===== src/rtl/nspi_pkg.sv =====
// Shared types and helpers for the nspi frame sequencer.
package nspi_pkg;

  typedef enum logic [3:0] {
    IDLE, HDR, FETCH, LOAD, START, ACK, DONE, BGAP, FGAP
  } seq_state_t;

  localparam logic [7:0] HEADER_BYTE = 8'hA5;

  // Width needed to hold a gap count of n (at least one bit).
  function automatic int gap_cnt_width(input int n);
    return (n < 2) ? 1 : $clog2(n + 1);
  endfunction

endpackage


===== src/rtl/nspi_gap_timer.sv =====
// Loadable down-counter; done is high while the count sits at zero.
module nspi_gap_timer
  import nspi_pkg::*;
#(
  parameter int CNT_W = 8
) (
  input  logic             clk,
  input  logic             rst,
  input  logic             load,
  input  logic [CNT_W-1:0] load_val,
  output logic             done
);

  logic [CNT_W-1:0] cnt;

  always_ff @(posedge clk or posedge rst) begin
    if (rst)
      cnt <= '0;
    else if (load)
      cnt <= load_val;
    else if (cnt != '0)
      cnt <= cnt - CNT_W'(1);
  end

  assign done = (cnt == '0);

endmodule


===== src/rtl/nspi_frame_sequencer.sv =====
// Streams one frame-buffer frame through the multi-lane SPI transmitter, one byte per lane per transfer.
// Define NSPI_FRAME_HEADER_EN to prefix every frame with a HEADER_BYTE transfer on all lanes.
module nspi_frame_sequencer
  import nspi_pkg::*;
#(
  parameter int CHANNEL_NUMBER  = 3,
  parameter int SPI_SIZE        = 8,
  parameter int BYTES_PER_FRAME = 384,
  parameter int BYTE_GAP        = 2,
  parameter int FRAME_GAP       = 64,
  parameter int ADDR_W          = (BYTES_PER_FRAME > 1) ? $clog2(BYTES_PER_FRAME) : 1
) (
  input  logic                               clk,
  input  logic                               rst,
  input  logic                               frame_start,
  output logic                               busy,
  output logic                               frame_done,
  output logic                               rd_en,
  output logic [ADDR_W-1:0]                  rd_addr,
  input  logic [CHANNEL_NUMBER*SPI_SIZE-1:0] rd_data,
  output logic [CHANNEL_NUMBER*SPI_SIZE-1:0] tx_data,
  output logic                               tx_start,
  input  logic                               tx_finish
);

  localparam int GAP_MAX = (FRAME_GAP > BYTE_GAP) ? FRAME_GAP : BYTE_GAP;
  localparam int GAP_W   = gap_cnt_width(GAP_MAX);
  // FGAP spans FRAME_GAP idle cycles plus the frame_done cycle; BGAP spans exactly BYTE_GAP.
  localparam logic [GAP_W-1:0]    FGAP_LOAD = GAP_W'(FRAME_GAP);
  localparam logic [GAP_W-1:0]    BGAP_LOAD = GAP_W'((BYTE_GAP > 0) ? BYTE_GAP - 1 : 0);
  localparam logic [SPI_SIZE-1:0] HDR_WORD  = SPI_SIZE'(HEADER_BYTE);

  seq_state_t        state, state_nxt;
  logic [ADDR_W-1:0] idx;
  logic              pending, hdr_phase;
  logic              new_frame, ld_tx, ld_hdr, inc_idx, gap_load, gap_done;
  logic [GAP_W-1:0]  gap_val;
  logic              last_idx;

  assign rd_addr  = idx;
  assign last_idx = (idx == ADDR_W'(BYTES_PER_FRAME - 1));

  nspi_gap_timer #(.CNT_W(GAP_W)) u_gap (
    .clk      (clk),
    .rst      (rst),
    .load     (gap_load),
    .load_val (gap_val),
    .done     (gap_done)
  );

  always_ff @(posedge clk or posedge rst) begin
    if (rst)
      state <= IDLE;
    else
      state <= state_nxt;
  end

  always_comb begin
    state_nxt  = state;
    busy       = (state != IDLE);
    rd_en      = 1'b0;
    tx_start   = 1'b0;
    frame_done = 1'b0;
    new_frame  = 1'b0;
    ld_tx      = 1'b0;
    ld_hdr     = 1'b0;
    inc_idx    = 1'b0;
    gap_load   = 1'b0;
    gap_val    = BGAP_LOAD;
    case (state)
      IDLE: begin
        if (frame_start) begin
          new_frame = 1'b1;
`ifdef NSPI_FRAME_HEADER_EN
          state_nxt = HDR;
`else
          state_nxt = FETCH;
`endif
        end
      end
`ifdef NSPI_FRAME_HEADER_EN
      HDR: begin
        ld_hdr    = 1'b1;
        state_nxt = START;
      end
`endif
      FETCH: begin
        rd_en     = 1'b1;
        state_nxt = LOAD;
      end
      LOAD: begin
        ld_tx     = 1'b1;
        state_nxt = START;
      end
      START: begin
        tx_start  = 1'b1;
        state_nxt = ACK;
      end
      // Keep start asserted until the transmitter visibly accepts the transfer.
      ACK: begin
        tx_start = 1'b1;
        if (!tx_finish)
          state_nxt = DONE;
      end
      DONE: begin
        if (tx_finish) begin
          gap_load = 1'b1;
          if (!hdr_phase && last_idx) begin
            gap_val   = FGAP_LOAD;
            state_nxt = FGAP;
          end else begin
            inc_idx = !hdr_phase;
            if (BYTE_GAP > 0)
              state_nxt = BGAP;
            else
              state_nxt = FETCH;
          end
        end
      end
      BGAP: begin
        if (gap_done)
          state_nxt = FETCH;
      end
      FGAP: begin
        if (gap_done) begin
          frame_done = 1'b1;
          if (pending || frame_start) begin
            new_frame = 1'b1;
`ifdef NSPI_FRAME_HEADER_EN
            state_nxt = HDR;
`else
            state_nxt = FETCH;
`endif
          end else begin
            state_nxt = IDLE;
          end
        end
      end
      default: state_nxt = IDLE;
    endcase
  end

  always_ff @(posedge clk or posedge rst) begin
    if (rst) begin
      idx       <= '0;
      pending   <= 1'b0;
      hdr_phase <= 1'b0;
      tx_data   <= '0;
    end else begin
      if (new_frame)
        idx <= '0;
      else if (inc_idx)
        idx <= idx + ADDR_W'(1);
      // One-deep request queue; a request in the frame_done cycle stays queued if one was already waiting.
      if (state == IDLE)
        pending <= 1'b0;
      else if (frame_done)
        pending <= pending & frame_start;
      else if (frame_start)
        pending <= 1'b1;
      if (ld_hdr)
        hdr_phase <= 1'b1;
      else if (gap_load)
        hdr_phase <= 1'b0;
      if (ld_tx)
        tx_data <= rd_data;
      else if (ld_hdr)
        tx_data <= {CHANNEL_NUMBER{HDR_WORD}};
    end
  end

endmodule


===== config.mk =====
export PLATFORM = sky130hd
export DESIGN_NAME = nspi_frame_sequencer
export DESIGN_NICKNAME = d
export VERILOG_FILES = /design/src/rtl/nspi_pkg.sv /design/src/rtl/nspi_gap_timer.sv /design/src/rtl/nspi_frame_sequencer.sv
export SDC_FILE = /design/constraint.sdc
export NUM_CORES = 1
export LEC_CHECK = 0
export ABC_AREA = 1
export BUFFER_PORTS_ARGS = -buffer_cell sky130_fd_sc_hd__buf_2
export CAP_MARGIN = 20
export CELL_PAD_IN_SITES_DETAIL_PLACEMENT = 0
export CELL_PAD_IN_SITES_GLOBAL_PLACEMENT = 1
export CORE_ASPECT_RATIO = 1.25
export CORE_MARGIN = 2
export CORE_UTILIZATION = 42
export CTS_BUF_LIST = sky130_fd_sc_hd__clkbuf_8 sky130_fd_sc_hd__clkbuf_16
export DETAILED_ROUTE_END_ITERATION = 6
export GPL_ROUTABILITY_DRIVEN = 0
export PLACE_DENSITY_LB_ADDON = 0.1
export SYNTH_ARGS = -nofsm -noshare
export SYNTH_HDL_FRONTEND = slang
export SYNTH_HIERARCHICAL = 1
export SYNTH_SLANG_ARGS = --single-unit

===== constraint.sdc =====
create_clock -name clk -period 5.2 [get_ports clk]
set_input_delay 0.26 -clock clk [delete_from_list [all_inputs] [get_ports clk]]
set_output_delay 0.26 -clock clk [all_outputs]
set_load 0.05 [all_outputs]

# Word level (Yosys, flattened, before mapping)

Cells that the tools add are included.

Output and inout port bits: 37
Flip-flop bits (word level): 45
Input port bits: 28

Reduce and logical (&&, ||, !) cells: 10
$add $sub $neg: 2
Multiplexer cells: 32
Bitwise operators: 1
Eq/ne operators: 13

Operator list:

| operator                                          | number |
|---|---|
| two-way mux 7 bit                                 | 5 |
| one-hot mux 4 bit (8 select lines)                | 1 |
| two-way mux 4 bit                                 | 6 |
| two-way mux 9 bit                                 | 2 |
| == test 4 x 3 -> 1 bit (second input constant)    | 4 |
| two-way mux 1 bit                                 | 16 |
| inequality test 2 bit (second input constant)     | 5 |
| adder 9 x 1 -> 9 bit (second input constant)      | 1 |
| == test 9 bit (second input constant)             | 1 |
| == test 4 x 2 -> 1 bit (second input constant)    | 2 |
| logical NOT 7 bit                                 | 1 |
| nonzero test 7 bit                                | 1 |
| subtractor 7 x 1 -> 7 bit (second input constant) | 1 |
| AND reduction 5 bit                               | 1 |
| == test 4 bit (second input constant)             | 1 |
| logical NOT 4 bit                                 | 1 |
| nonzero test 2 bit                                | 2 |
| nonzero test 4 bit                                | 1 |
| nonzero test 3 bit                                | 1 |
| two-way mux 2 bit                                 | 1 |
| one-hot mux 1 bit (2 select lines)                | 1 |
| OR reduction 2 bit                                | 1 |
| AND 1 bit                                         | 1 |
| logical OR 1 bit                                  | 1 |

# Longest topological paths before layout

Gate-level depths: netlist (run 1).

Depth after elaboration: 6
Mapped depth: 11
Gate-level depth less buffers: 11

# Cells and area by module

Netlist (run 1), hierarchy kept.

Modules (own cells, without submodules):

| module               | cells an instance | times used | area an instance (um^2) |
|---|---|---|---|
| nspi_frame_sequencer | 206               | 1          | 1998.2 |
| nspi_gap_timer       | 69                | 1          | 514.2 |

# Least setup slack after synthesis (run 1)

Ideal clock, no wire load.

Kind: register to register
Start: register u_gap.cnt[0]
End: register pending
Arrival time: 1.913 ns
Library setup time: 0.114 ns
Cell stages (with the launch flop): 10
Period minus slack after synthesis: 2.027 ns
Slack: 3.173 ns
Path buffers: 0
Data required time: 5.086 ns
Cell sequence: dfrtp_1 -> inv_1 -> ha_1 -> nand2_1 -> nor2_8 -> inv_1 -> nor2_1 -> nand2_1 -> nand2_1 -> inv_1

Cells in the longest elaborated chain, start to end: 5
Elaborated cells on any way between the ends: 6

RTL lines:

| what                   | RTL line                    | RTL |
|---|---|---|
| start, declared        | nspi_gap_timer.sv:14        | `logic [CNT_W-1:0] cnt;` |
| start signal, assigned | nspi_gap_timer.sv:20        | `cnt <= load_val;` |
| start signal, assigned | nspi_gap_timer.sv:22        | `cnt <= cnt - CNT_W'(1);` |
| logical NOT 7 bit *    | nspi_gap_timer.sv:25        | `assign done = (cnt == '0);` |
| via gap_done           | nspi_frame_sequencer.sv:36  | `logic new_frame, ld_tx, ld_hdr, inc_idx, gap_load, gap_done;` |
| two-way mux 1 bit *    | nspi_frame_sequencer.sv:125 | `if (gap_done) begin` |
| two-way mux 1 bit *    | nspi_frame_sequencer.sv:70  | `case (state)` |
| via frame_done         | nspi_frame_sequencer.sv:17  | `output logic frame_done,` |
| two-way mux 1 bit      | nspi_frame_sequencer.sv:157 | `else if (frame_done)` |
| two-way mux 1 bit      | nspi_frame_sequencer.sv:155 | `if (state == IDLE)` |
| end signal, assigned   | nspi_frame_sequencer.sv:158 | `pending <= pending & frame_start;` |
| end, declared          | nspi_frame_sequencer.sv:35  | `logic pending, hdr_phase;` |

Mark *: on every way through the listed nets, which the timed path passes. The rest lies on a longest branch.
A chain may end at the register's enable or synchronous reset.

# Worst setup path in the final report (run 1)

Start: register u_gap.cnt[0]
End: output port frame_done

Cells in the longest elaborated chain, start to end: 3

RTL lines:

| what              | RTL line |
|---|---|
| logical NOT 7 bit | nspi_gap_timer.sv:25 |
| via gap_done      | nspi_frame_sequencer.sv:36 |
| two-way mux 1 bit | nspi_frame_sequencer.sv:125 |
| two-way mux 1 bit | nspi_frame_sequencer.sv:70 |
| end, declared     | nspi_frame_sequencer.sv:17 |

The timed path passes the listed nets, and every way through them passes these cells.

==> impl_metrics.env, run 1 <==
export IMPL_outcome="finished, final reports clean"
export IMPL_worstMarginPinSlew_ns=0.762
export IMPL_syn_instance_count=275
export IMPL_irDropWorstVdd_mv=0.412
export IMPL_hold_buffers=1
export IMPL_ctsHtreeMaxLevel=2
export IMPL_power_leakage_uw=0.00173
export IMPL_p_comb_share_pct=56.1
export IMPL_route_top_layer_used="met4"
export IMPL_clock_pin_transition_on_the_worst_setup_and_hold_timing_paths_ns=0.10
export IMPL_p_switching_uw=997
export IMPL_postSynthRegisterBits=45
export IMPL_tightest_hold_check_type="in -> reg"
export IMPL_drt_antenna_violating_nets=0
export IMPL_initial_utilization_pct=43.5
export IMPL_synthDominantCellAreaShare_pct=44.8
export IMPL_report_final_hold_viol_count=0
export IMPL_fin_worst_hold_slack_ns=0.175
export IMPL_rsz0062_at_grt="false"
export IMPL_finalClockSkew_ns=0.0107
export IMPL_tritoncts_buffers=5
export IMPL_place_inst=405
export IMPL_ys_warn_count=6
export IMPL_dieWidth_um=73.2
export IMPL_final_period_utilization_pct=40.7
export IMPL_grt_pass1_vias=1937
export IMPL_std_cell_rows=31
export IMPL_setup_worst_path_class="reg -> out"
export IMPL_slew_headroom_pct=49.0
export IMPL_clock_insertion_delay_worst_skew_ns=0.31
export IMPL_met1_length_mm=2.19
export IMPL_power_frac_seq_pct=30.1
export IMPL_drc=0
export IMPL_max_cap_violations=0
export IMPL_via_per_inst=4.68
export IMPL_timing_critical_path_cells="inv_1, ha_1, nand2_1, nor2_8, inv_1, nor2_1, buf_2"
export IMPL_timing_final_max_slew_violations=0
export IMPL_worst_endpoint_arrival_ns=1.86
export IMPL_path_buf_inv=3
export IMPL_clock_tree_root_cell="sky130_fd_sc_hd__clkbuf_8"
export IMPL_synthesized_area_per_cell_um2=9.14
export IMPL_wl_per_cell_um=12.2
export IMPL_cpLargestDelayFamily="buffers and inverters"
export IMPL_grt_remaining_overflow=0
export IMPL_sum_of_negative_setup_slack_ns=0
export IMPL_cp_end_kind="output port"
export IMPL_cts_num_sinks=45
export IMPL_via_count=1937
export IMPL_post_dp_hpwl_mm=3.82
export IMPL_fin_nets=378
export IMPL_route_met3_wl_um=263
export IMPL_grt_usage_pct=16.8
export IMPL_floorplan_core_area_mm2=0.00578
export IMPL_pwr_share_clk_pct=13.7
export IMPL_worstSetupStartpointType="flop"
export IMPL_largest_net_degree_at_the_start_of_global_routing=39
export IMPL_worst_path_max_delay_cell="sky130_fd_sc_hd__dfrtp_1"
export IMPL_area_delta_synth_final_pct=19.7
export IMPL_fmax_mhz=472
export IMPL_grt_first_pass_wirelength_mm=8.86
export IMPL_cts_tree="built"
export IMPL_post_synth_instance_area_mm2=0.00251
export IMPL_drt_wl_total_mm=5.04
export IMPL_cell_internal_pwr_uw=1020
export IMPL_setup_failing_eps_final=0
export IMPL_antenna_cells_inserted=0
export IMPL_drt_first_pass_iters=5
export IMPL_sw_frac_of_total_pct=49.4
export IMPL_crit_required_ns=4.94
export IMPL_post_cts_resized_instances=0
export IMPL_io_pins=65
export IMPL_antenna_found_initial=0
export IMPL_yosys_area_top_type="sky130_fd_sc_hd__dfrtp_1"
export IMPL_critical_path_most_common_cell="sky130_fd_sc_hd__inv_1"
export IMPL_ranking_of_synthesized_cells_by_area="sky130_fd_sc_hd__dfrtp_1 45%, sky130_fd_sc_hd__mux2_4 12%, sky130_fd_sc_hd__nand2_1 11%"
export IMPL_powerDensity_mw_per_mm2=671
export IMPL_fraction_of_layout_cells_with_a_size_suffix_above_1_pct=35.1
export IMPL_critical_path_max_fanout=6
export IMPL_detail_route_iter0_violations=62
export IMPL_cts_buffer_depth=2
export IMPL_fp_dieArea_mm2=0.00662
export IMPL_reg2reg_setup_slack_ns=3.37
export IMPL_yosysSeqAreaShare_pct=44.8
export IMPL_finalCriticalPeriod_ns=2.12
export IMPL_post_route_util_pct=52.0
export IMPL_timing_critical_path_slowest_cell_delay_ns=0.40
export IMPL_amount_of_wire_on_met2_after_detailed_routing_mm=2.53
export IMPL_final_instance_count_excl_fill=414
export IMPL_synthDistinctLibCells=27
export IMPL_die_h_um=90.5
export IMPL_count_of_port_buffers_added_during_placement=64
export IMPL_post_cts_repair_setup_buffers=0
worst paths after layout:
kind / start / end / cells after the start
min in group asynchronous: rst / u_gap/cnt[2] / 3
min: rd_data[4] / tx_data[4] / 2
max: u_gap/cnt[0] / frame_done / 7
max reg2reg: rd_addr[0] / rd_addr[2] / 8
min reg2reg: tx_data[22] / tx_data[22] / 1
max in group asynchronous: rst / tx_data[10] / 4
synth_stat cells, drive strengths merged:
master,count
or2,2
ha,3
xor2,6
o21bai,1
o21ai,9
a21oi,2
nand3b,2
nand2,79
inv,31
dfrtp,45
conb,1
nand4,3
mux2,24
nor2,34
buf,5
nand3,27
clkinv,1
through the flow:
step / power, µW / setup WS (ns) / instance area (µm²)
after floorplan: 1540 / 3.17 / 2530
after global placement: 1750 / 3.38 / 2880
after detailed placement: 1760 / 3.36 / 2880
after CTS: 2040 / 3.06 / 3010
after global routing: 2170 / 2.90 / 3010
final: 2020 / 3.08 / 3010
worst register-to-register path, delay by kind of cell, from the launching register on:
family        cells  cell delay (ns)
simple gates      6             0.89
buf+inv           1             0.21
flops             1             0.41
fa+ha+maj         1             0.22
registers in the layout, indices dropped and copies added, names as in the netlist:
name,cells
pending,1
rd_addr,9
state,4
tx_data,24
u_gap/cnt,7
cells in the final DEF, fill, tap and decap left out, drive strengths merged, types with 2 or more instances in the layout:
master / n
a21oi: 2
buf: 65
clkbuf: 5
conb: 5
dfrtp: 45
ha: 3
inv: 33
mux2: 24
nand2: 79
nand3: 27
nand3b: 2
nand4: 3
nor2: 34
o21ai: 9
or2: 2
xor2: 6
power groups by stage:
stage / logic (µW) / clock network [µW] / registers (µW)
floorplan: 577 / 0 / 967
global placement: 1140 / 0 / 613
detailed placement: 1150 / 0 / 611
CTS: 1150 / 287 / 611
global route: 1230 / 302 / 632
finish: 1130 / 277 / 609
metal layers:
metal,vias to the layer above,GRT usage [%]
li1,1006,-
met1,874,20.5
met2,50,28.8
met3,7,3.91
met4,0,5.40
met5,-,0
logic make-up after synthesis:
logic type / share of synthesized area [%]
xor+xnor: 2.09
other cells: 0.149
compound gates: 3.24
fa+ha+maj: 1.49
mux: 13.7
simple gates: 27.4
buf+inv: 7.02
flops: 44.8
cell type report:
| cell class | count | area (µm²) |
|---|---|---|
| clock buffer | 5 | 68.8 |
| clock inverter | 3 | 47.5 |
| fill | 566 | 2770 |
| inverter | 32 | 120 |
| multi-input combinational | 197 | 1220 |
| sequential | 45 | 1130 |
| tap | 66 | 82.6 |
| timing repair buffer | 66 | 338 |
Note: power is estimated with default switching activity, not from simulation.
==> run 2, diff against run 1 <==
--- a/config.mk
+++ b/config.mk
@@ -12,7 +12,7 @@
 export CELL_PAD_IN_SITES_GLOBAL_PLACEMENT = 1
 export CORE_ASPECT_RATIO = 1.25
 export CORE_MARGIN = 2
-export CORE_UTILIZATION = 42
+export CORE_UTILIZATION = 39
 export CTS_BUF_LIST = sky130_fd_sc_hd__clkbuf_8 sky130_fd_sc_hd__clkbuf_16
 export DETAILED_ROUTE_END_ITERATION = 6
 export GPL_ROUTABILITY_DRIVEN = 0
==> constraint.sdc (replaced) <==
create_clock -name clk -period 2.16 [get_ports clk]
set_input_delay 0.108 -clock clk [delete_from_list [all_inputs] [get_ports clk]]
set_output_delay 0.108 -clock clk [all_outputs]
set_load 0.05 [all_outputs]
==> run 2 against run 1 <==
Register-to-register slack lost 3.0 ns; first-iteration DRC count grew 19%; wire length grew 0.24%; hold slack lost 0.14 ns; die area grew 7.3%; utilization shrank 2.9 points; combinational power grew 140%; final area grew 1.5%; global-route usage shrank 1.4 points; critical path type unchanged; sequential share of layout area shrank 0.54 points; critical path depth is the same; clock skew shrank 0.00084 ns.
==> impl_metrics.env, run 2 (synthesis results as in run 1) <==
export IMPL_antenna_cells_inserted=0
export IMPL_report_final_hold_viol_count=0
export IMPL_critical_path_most_common_cell="sky130_fd_sc_hd__inv_1"
export IMPL_drt_first_pass_iters=4
export IMPL_irDropWorstVdd_mv=0.861
export IMPL_post_route_cell_area_mm2=0.00305
export IMPL_finalClockSkew_ns=0.00987
export IMPL_via_per_inst=4.45
export IMPL_hold_depth=2
export IMPL_clock_insertion_delay_worst_skew_ns=0.30
export IMPL_tightest_hold_check_type="in -> reg"
export IMPL_rsz0062_at_grt="false"
export IMPL_critical_path_reg2reg_startpoint="rd_addr[0]"
export IMPL_design_power_total_uw=4860
export IMPL_timing_critical_path_cells="inv_1, ha_1, nand2_1, nor2_8, inv_1, nor2_1, buf_2"
export IMPL_fraction_of_layout_cells_with_a_size_suffix_above_1_pct=35.0
export IMPL_antenna_found_initial=0
export IMPL_worstRegToRegCells=8
export IMPL_path_depth=7
export IMPL_setup_failing_eps_final=0
export IMPL_worst_hold_path_ep="tx_data[18]"
export IMPL_power_leakage_uw=0.00174
export IMPL_cts_tree="built"
export IMPL_fmax_mhz=516
export IMPL_powerDensity_mw_per_mm2=1590
export IMPL_max_cap_violations=0
export IMPL_registers_top_by_ff_count="tx_data"
export IMPL_tritoncts_buffers=5
export IMPL_std_cell_rows=32
export IMPL_drt_antenna_violating_nets=0
export IMPL_path_buf_inv=3
export IMPL_finalCriticalPeriod_ns=1.94
export IMPL_detail_route_iter0_violations=74
export IMPL_drt_wl_total_mm=5.05
export IMPL_largest_net_degree_at_the_start_of_global_routing=39
export IMPL_ctsHtreeMaxLevel=2
export IMPL_floorplan_core_area_mm2=0.00621
export IMPL_postPlaceCellArea_mm2=0.00293
export IMPL_crit_required_ns=2.05
export IMPL_clock_tree_root_cell="sky130_fd_sc_hd__clkbuf_8"
export IMPL_grt_first_pass_wirelength_mm=8.47
export IMPL_grt_usage_pct=15.5
export IMPL_mostFrequentLayoutCell="sky130_fd_sc_hd__nand2_1"
export IMPL_cpLargestDelayFamily="buffers and inverters"
export IMPL_fin_nets=379
export IMPL_io_pins=65
export IMPL_fin_worst_hold_slack_ns=0.0324
export IMPL_cts_buffer_depth=2
export IMPL_final_period_utilization_pct=89.7
export IMPL_worst_path_max_delay_cell="sky130_fd_sc_hd__dfrtp_1"
export IMPL_grt_pass1_vias=1885
export IMPL_dieWidth_um=75.8
export IMPL_cts_num_sinks=45
export IMPL_grt_remaining_overflow=0
export IMPL_most_frequent_cells_in_the_layout="73 x sky130_fd_sc_hd__nand2_1, 64 x sky130_fd_sc_hd__buf_2, 45 x sky130_fd_sc_hd__dfrtp_1, 29 x sky130_fd_sc_hd__inv_1, 26 x sky130_fd_sc_hd__nand3_1"
export IMPL_reg2reg_setup_slack_ns=0.34
export IMPL_flip_flop_count_of_the_largest_register_after_layout=24
export IMPL_regToRegEndpoint="rd_addr[6]"
export IMPL_sum_of_negative_setup_slack_ns=0
export IMPL_post_route_util_pct=49.2
export IMPL_setup_worst_path_class="reg -> out"
export IMPL_wl_per_cell_um=11.6
export IMPL_timing_critical_path_slowest_cell_delay_ns=0.39
export IMPL_critical_path_max_fanout=6
export IMPL_clock_pin_transition_on_the_worst_setup_and_hold_timing_paths_ns=0.09
export IMPL_count_of_port_buffers_added_during_placement=64
export IMPL_cp_end_kind="output port"
export IMPL_worst_endpoint_arrival_ns=1.83
export IMPL_post_dp_hpwl_mm=3.75
export IMPL_initial_utilization_pct=40.5
export IMPL_timing_final_max_slew_violations=0
export IMPL_worstSetupStartpointType="flop"
export IMPL_via_count=1930
export IMPL_area_delta_synth_final_pct=21.5
export IMPL_outcome="finished, final reports clean"
export IMPL_fp_dieArea_mm2=0.00710
export IMPL_hold_start="rd_data[18]"
export IMPL_drc=0
export IMPL_die_h_um=93.7
-- run 2: worst max path at each step --
stage,start,end,slack (ns)
after floorplan,u_gap/cnt[0],pending,0.13
after global placement,u_gap/cnt[0],rd_addr[4],0.39
after detailed placement,rd_addr[0],rd_addr[6],0.36
after CTS,u_gap/cnt[0],frame_done,0.17
after global routing,u_gap/cnt[0],frame_done,0.05
final,u_gap/cnt[0],frame_done,0.22
-- run 2: final cells by class --
cell class | instances | area, µm²
Clock buffer | 6 | 82.6
Timing Repair Buffer | 67 | 358
Fill cell | 616 | 3150
Inverter | 32 | 120
Sequential cell | 45 | 1130
Multi-Input combinational cell | 197 | 1220
Tap cell | 85 | 106
Clock inverter | 2 | 33.8
-- run 2: metal layers --
metal | GRT usage (%) | share of wire [%] | vias to the layer above
li1 | - | - | 1005
met1 | 20.6 | 46 | 881
met2 | 25.4 | 49 | 39
met3 | 3.00 | 3.6 | 5
met4 | 3.95 | 1.2 | 0
met5 | 0 | 0 | -
-- run 2: through the flow --
| stage | worst slack [ns] | std cells |
|---|---|---|
| 2_1_floorplan | 0.133 | 279 |
| 3_3_place_gp | 0.393 | 425 |
| 3_5_place_dp | 0.357 | 425 |
| 4_1_cts | 0.170 | 434 |
| 5_1_grt | 0.0507 | 434 |
| 6_report | 0.221 | 434 |
-- run 2: report_power, final --
part | switching, µW | leakage (µW) | internal, µW | total, µW
logic | 1810 | 0.00113 | 919 | 2730
clock network | 292 | 0.0000626 | 373 | 665
registers | 259 | 0.000551 | 1200 | 1460
-- run 2: repair_timing --
action | 4_1_cts | 5_1_grt
setup buffers | 0 | 0
hold buffers | 1 | 0
gates resized for setup | 0 | 0
hold endpoints to repair | 45 | 0
==> run 3, diff against run 2 <==
--- a/config.mk
+++ b/config.mk
@@ -12,7 +12,7 @@
 export CELL_PAD_IN_SITES_GLOBAL_PLACEMENT = 1
 export CORE_ASPECT_RATIO = 1.25
 export CORE_MARGIN = 2
-export CORE_UTILIZATION = 39
+export CORE_UTILIZATION = 35
 export CTS_BUF_LIST = sky130_fd_sc_hd__clkbuf_8 sky130_fd_sc_hd__clkbuf_16
 export DETAILED_ROUTE_END_ITERATION = 6
 export GPL_ROUTABILITY_DRIVEN = 0
==> run 3 against run 2 <==
Sequential power is essentially flat; non-clock buffer count is the same; first-iteration DRC count shrank 26%; utilization shrank 5.8 points; cell count grew 1.2%; via count grew 1.4%; sequential cell count is the same; critical path type unchanged; largest cell class unchanged.
==> impl_metrics.env, run 3 (synthesis results as in run 1) <==
export IMPL_outcome="finished, final reports clean"
export IMPL_drt_wl_total_mm=5.21
export IMPL_fp_dieArea_mm2=0.00788
export IMPL_rsz0062_at_grt="false"
export IMPL_grt_pass1_vias=1865
export IMPL_power_leakage_uw=0.00173
export IMPL_irDropWorstVdd_mv=0.879
export IMPL_cts_tree="built"
export IMPL_worstSetupStartpointType="flop"
export IMPL_drt_first_pass_iters=4
export IMPL_timing_final_max_slew_violations=0
export IMPL_worst_endpoint_arrival_ns=1.84
export IMPL_critical_path_max_fanout=6
export IMPL_most_frequent_cells_in_the_layout="73 x sky130_fd_sc_hd__nand2_1, 64 x sky130_fd_sc_hd__buf_2, 45 x sky130_fd_sc_hd__dfrtp_1, 30 x sky130_fd_sc_hd__inv_1, 26 x sky130_fd_sc_hd__nand3_1"
export IMPL_sum_of_negative_setup_slack_ns=0
export IMPL_hold_depth=2
export IMPL_setup_ws_ns=0.216
export IMPL_clock_pin_transition_on_the_worst_setup_and_hold_timing_paths_ns=0.09
export IMPL_antenna_cells_inserted=0
export IMPL_regToRegEndpoint="rd_addr[0]"
export IMPL_grt_usage_pct=14.3
export IMPL_count_of_port_buffers_added_during_placement=64
export IMPL_std_cell_rows=34
export IMPL_via_count=1957
export IMPL_finalCriticalPeriod_ns=1.94
export IMPL_io_pins=65
export IMPL_tightest_hold_check_type="in -> reg"
export IMPL_finalClockSkew_ns=0.0114
export IMPL_setup_worst_path_class="reg -> out"
export IMPL_die_h_um=98.7
export IMPL_dieWidth_um=79.8
export IMPL_final_period_utilization_pct=90.0
export IMPL_drc=0
export IMPL_cts_num_sinks=45
export IMPL_via_per_inst=4.46
export IMPL_clock_insertion_delay_worst_skew_ns=0.29
export IMPL_detail_route_iter0_violations=55
export IMPL_powerDensity_mw_per_mm2=1560
export IMPL_cp_end_kind="output port"
export IMPL_critical_path_reg2reg_startpoint="rd_addr[0]"
export IMPL_crit_required_ns=2.05
export IMPL_max_cap_violations=0
export IMPL_post_cts_resized_instances=0
export IMPL_ctsHtreeMaxLevel=2
export IMPL_area_delta_synth_final_pct=20.4
export IMPL_registers_top_by_ff_count="tx_data"
export IMPL_tritoncts_buffers=5
export IMPL_cts_buffer_depth=2
export IMPL_fin_nets=379
export IMPL_grt_first_pass_wirelength_mm=8.87
export IMPL_pre_cts_worst_setup_slack_ns=0.258
export IMPL_worstRegToRegCells=8
export IMPL_worst_hold_path_ep="tx_data[2]"
export IMPL_fmax_mhz=514
export IMPL_reg2reg_setup_slack_ns=0.27
export IMPL_antenna_found_initial=0
export IMPL_report_final_hold_viol_count=0
export IMPL_initial_utilization_pct=36.0
export IMPL_post_dp_hpwl_mm=3.95
export IMPL_mostFrequentLayoutCell="sky130_fd_sc_hd__nand2_1"
export IMPL_wl_per_cell_um=11.9
export IMPL_flip_flop_count_of_the_largest_register_after_layout=24
export IMPL_fraction_of_layout_cells_with_a_size_suffix_above_1_pct=34.7
export IMPL_setup_failing_eps_final=0
export IMPL_hold_start="rd_data[2]"
export IMPL_floorplan_core_area_mm2=0.00698
export IMPL_drt_antenna_violating_nets=0
export IMPL_clock_tree_root_cell="sky130_fd_sc_hd__clkbuf_8"
export IMPL_largest_net_degree_at_the_start_of_global_routing=39
export IMPL_grt_remaining_overflow=0
run 3: cell types whose count changed in the layout (fill, tap and decap cells not counted):
cell,delta
sky130_fd_sc_hd__inv_1,+1
sky130_fd_sc_hd__clkbuf_8,-1
sky130_fd_sc_hd__clkinvlp_4,+1
sky130_fd_sc_hd__bufinv_16,-1
run 3: repair_timing:
item	in CTS	in global routing
hold buffers	1	0
buffers inserted	0	0
setup endpoints to repair	0	0
endpoints found under the hold margin	45	0
run 3: per-layer routing:
layer	GRT usage [%]	wire length, µm	vias to the layer above
met1	18.4	2290	899
li1	-	-	1009
met4	4.69	74	0
met3	2.84	228	7
met2	23.9	2620	42
met5	0	0	-
run 3: power breakdown:
part           internal, µW  switching, µW
Clock                   220            277
Combinational           919           1820
Sequential             1200            273
Total                  2340           2370
run 3: through the flow:
stage | utilization, % | instances | power [µW] | hold WS (ns) | instance area [µm²]
global placement | 42.0 | 430 | 4250 | 0.0789 | 2930
finish | 43.4 | 439 | 4710 | 0.0362 | 3030
global route | 43.4 | 439 | 5070 | 0.0195 | 3030
floorplan | - | 279 | 3720 | -0.0886 | 2530
CTS | 43.4 | 439 | 4790 | 0.0182 | 3030
detailed placement | 42.0 | 430 | 4260 | 0.0785 | 2930
run 3: how the worst max path moves through the flow:
stage,from,endpoint,slack (ns),depth (start not counted)
floorplan,u_gap/cnt[0],pending,0.13,9
global placement,rd_addr[0],rd_addr[0],0.28,8
detailed placement,rd_addr[0],rd_addr[0],0.26,8
CTS,u_gap/cnt[0],frame_done,0.17,7
global route,u_gap/cnt[0],frame_done,0.04,7
finish,u_gap/cnt[0],frame_done,0.22,7
run 3: critical path: stages (launching register included):
cell and delay [ns]:
sky130_fd_sc_hd__dfrtp_1 0.39, sky130_fd_sc_hd__inv_1 0.17, sky130_fd_sc_hd__ha_1 0.17, sky130_fd_sc_hd__nand2_1 0.12, sky130_fd_sc_hd__nor2_8 0.17, sky130_fd_sc_hd__inv_1 0.09
sky130_fd_sc_hd__nor2_1 0.15, sky130_fd_sc_hd__buf_2 0.29
run 3: cell type report:
type                       instances  area, µm²
fill                             728       3950
multi-input combinational        197       1220
sequential                        45       1130
timing repair buffer              67        358
inverter                          32        120
tap                               90        113
clock buffer                       5       68.8
clock inverter                     3       15.0
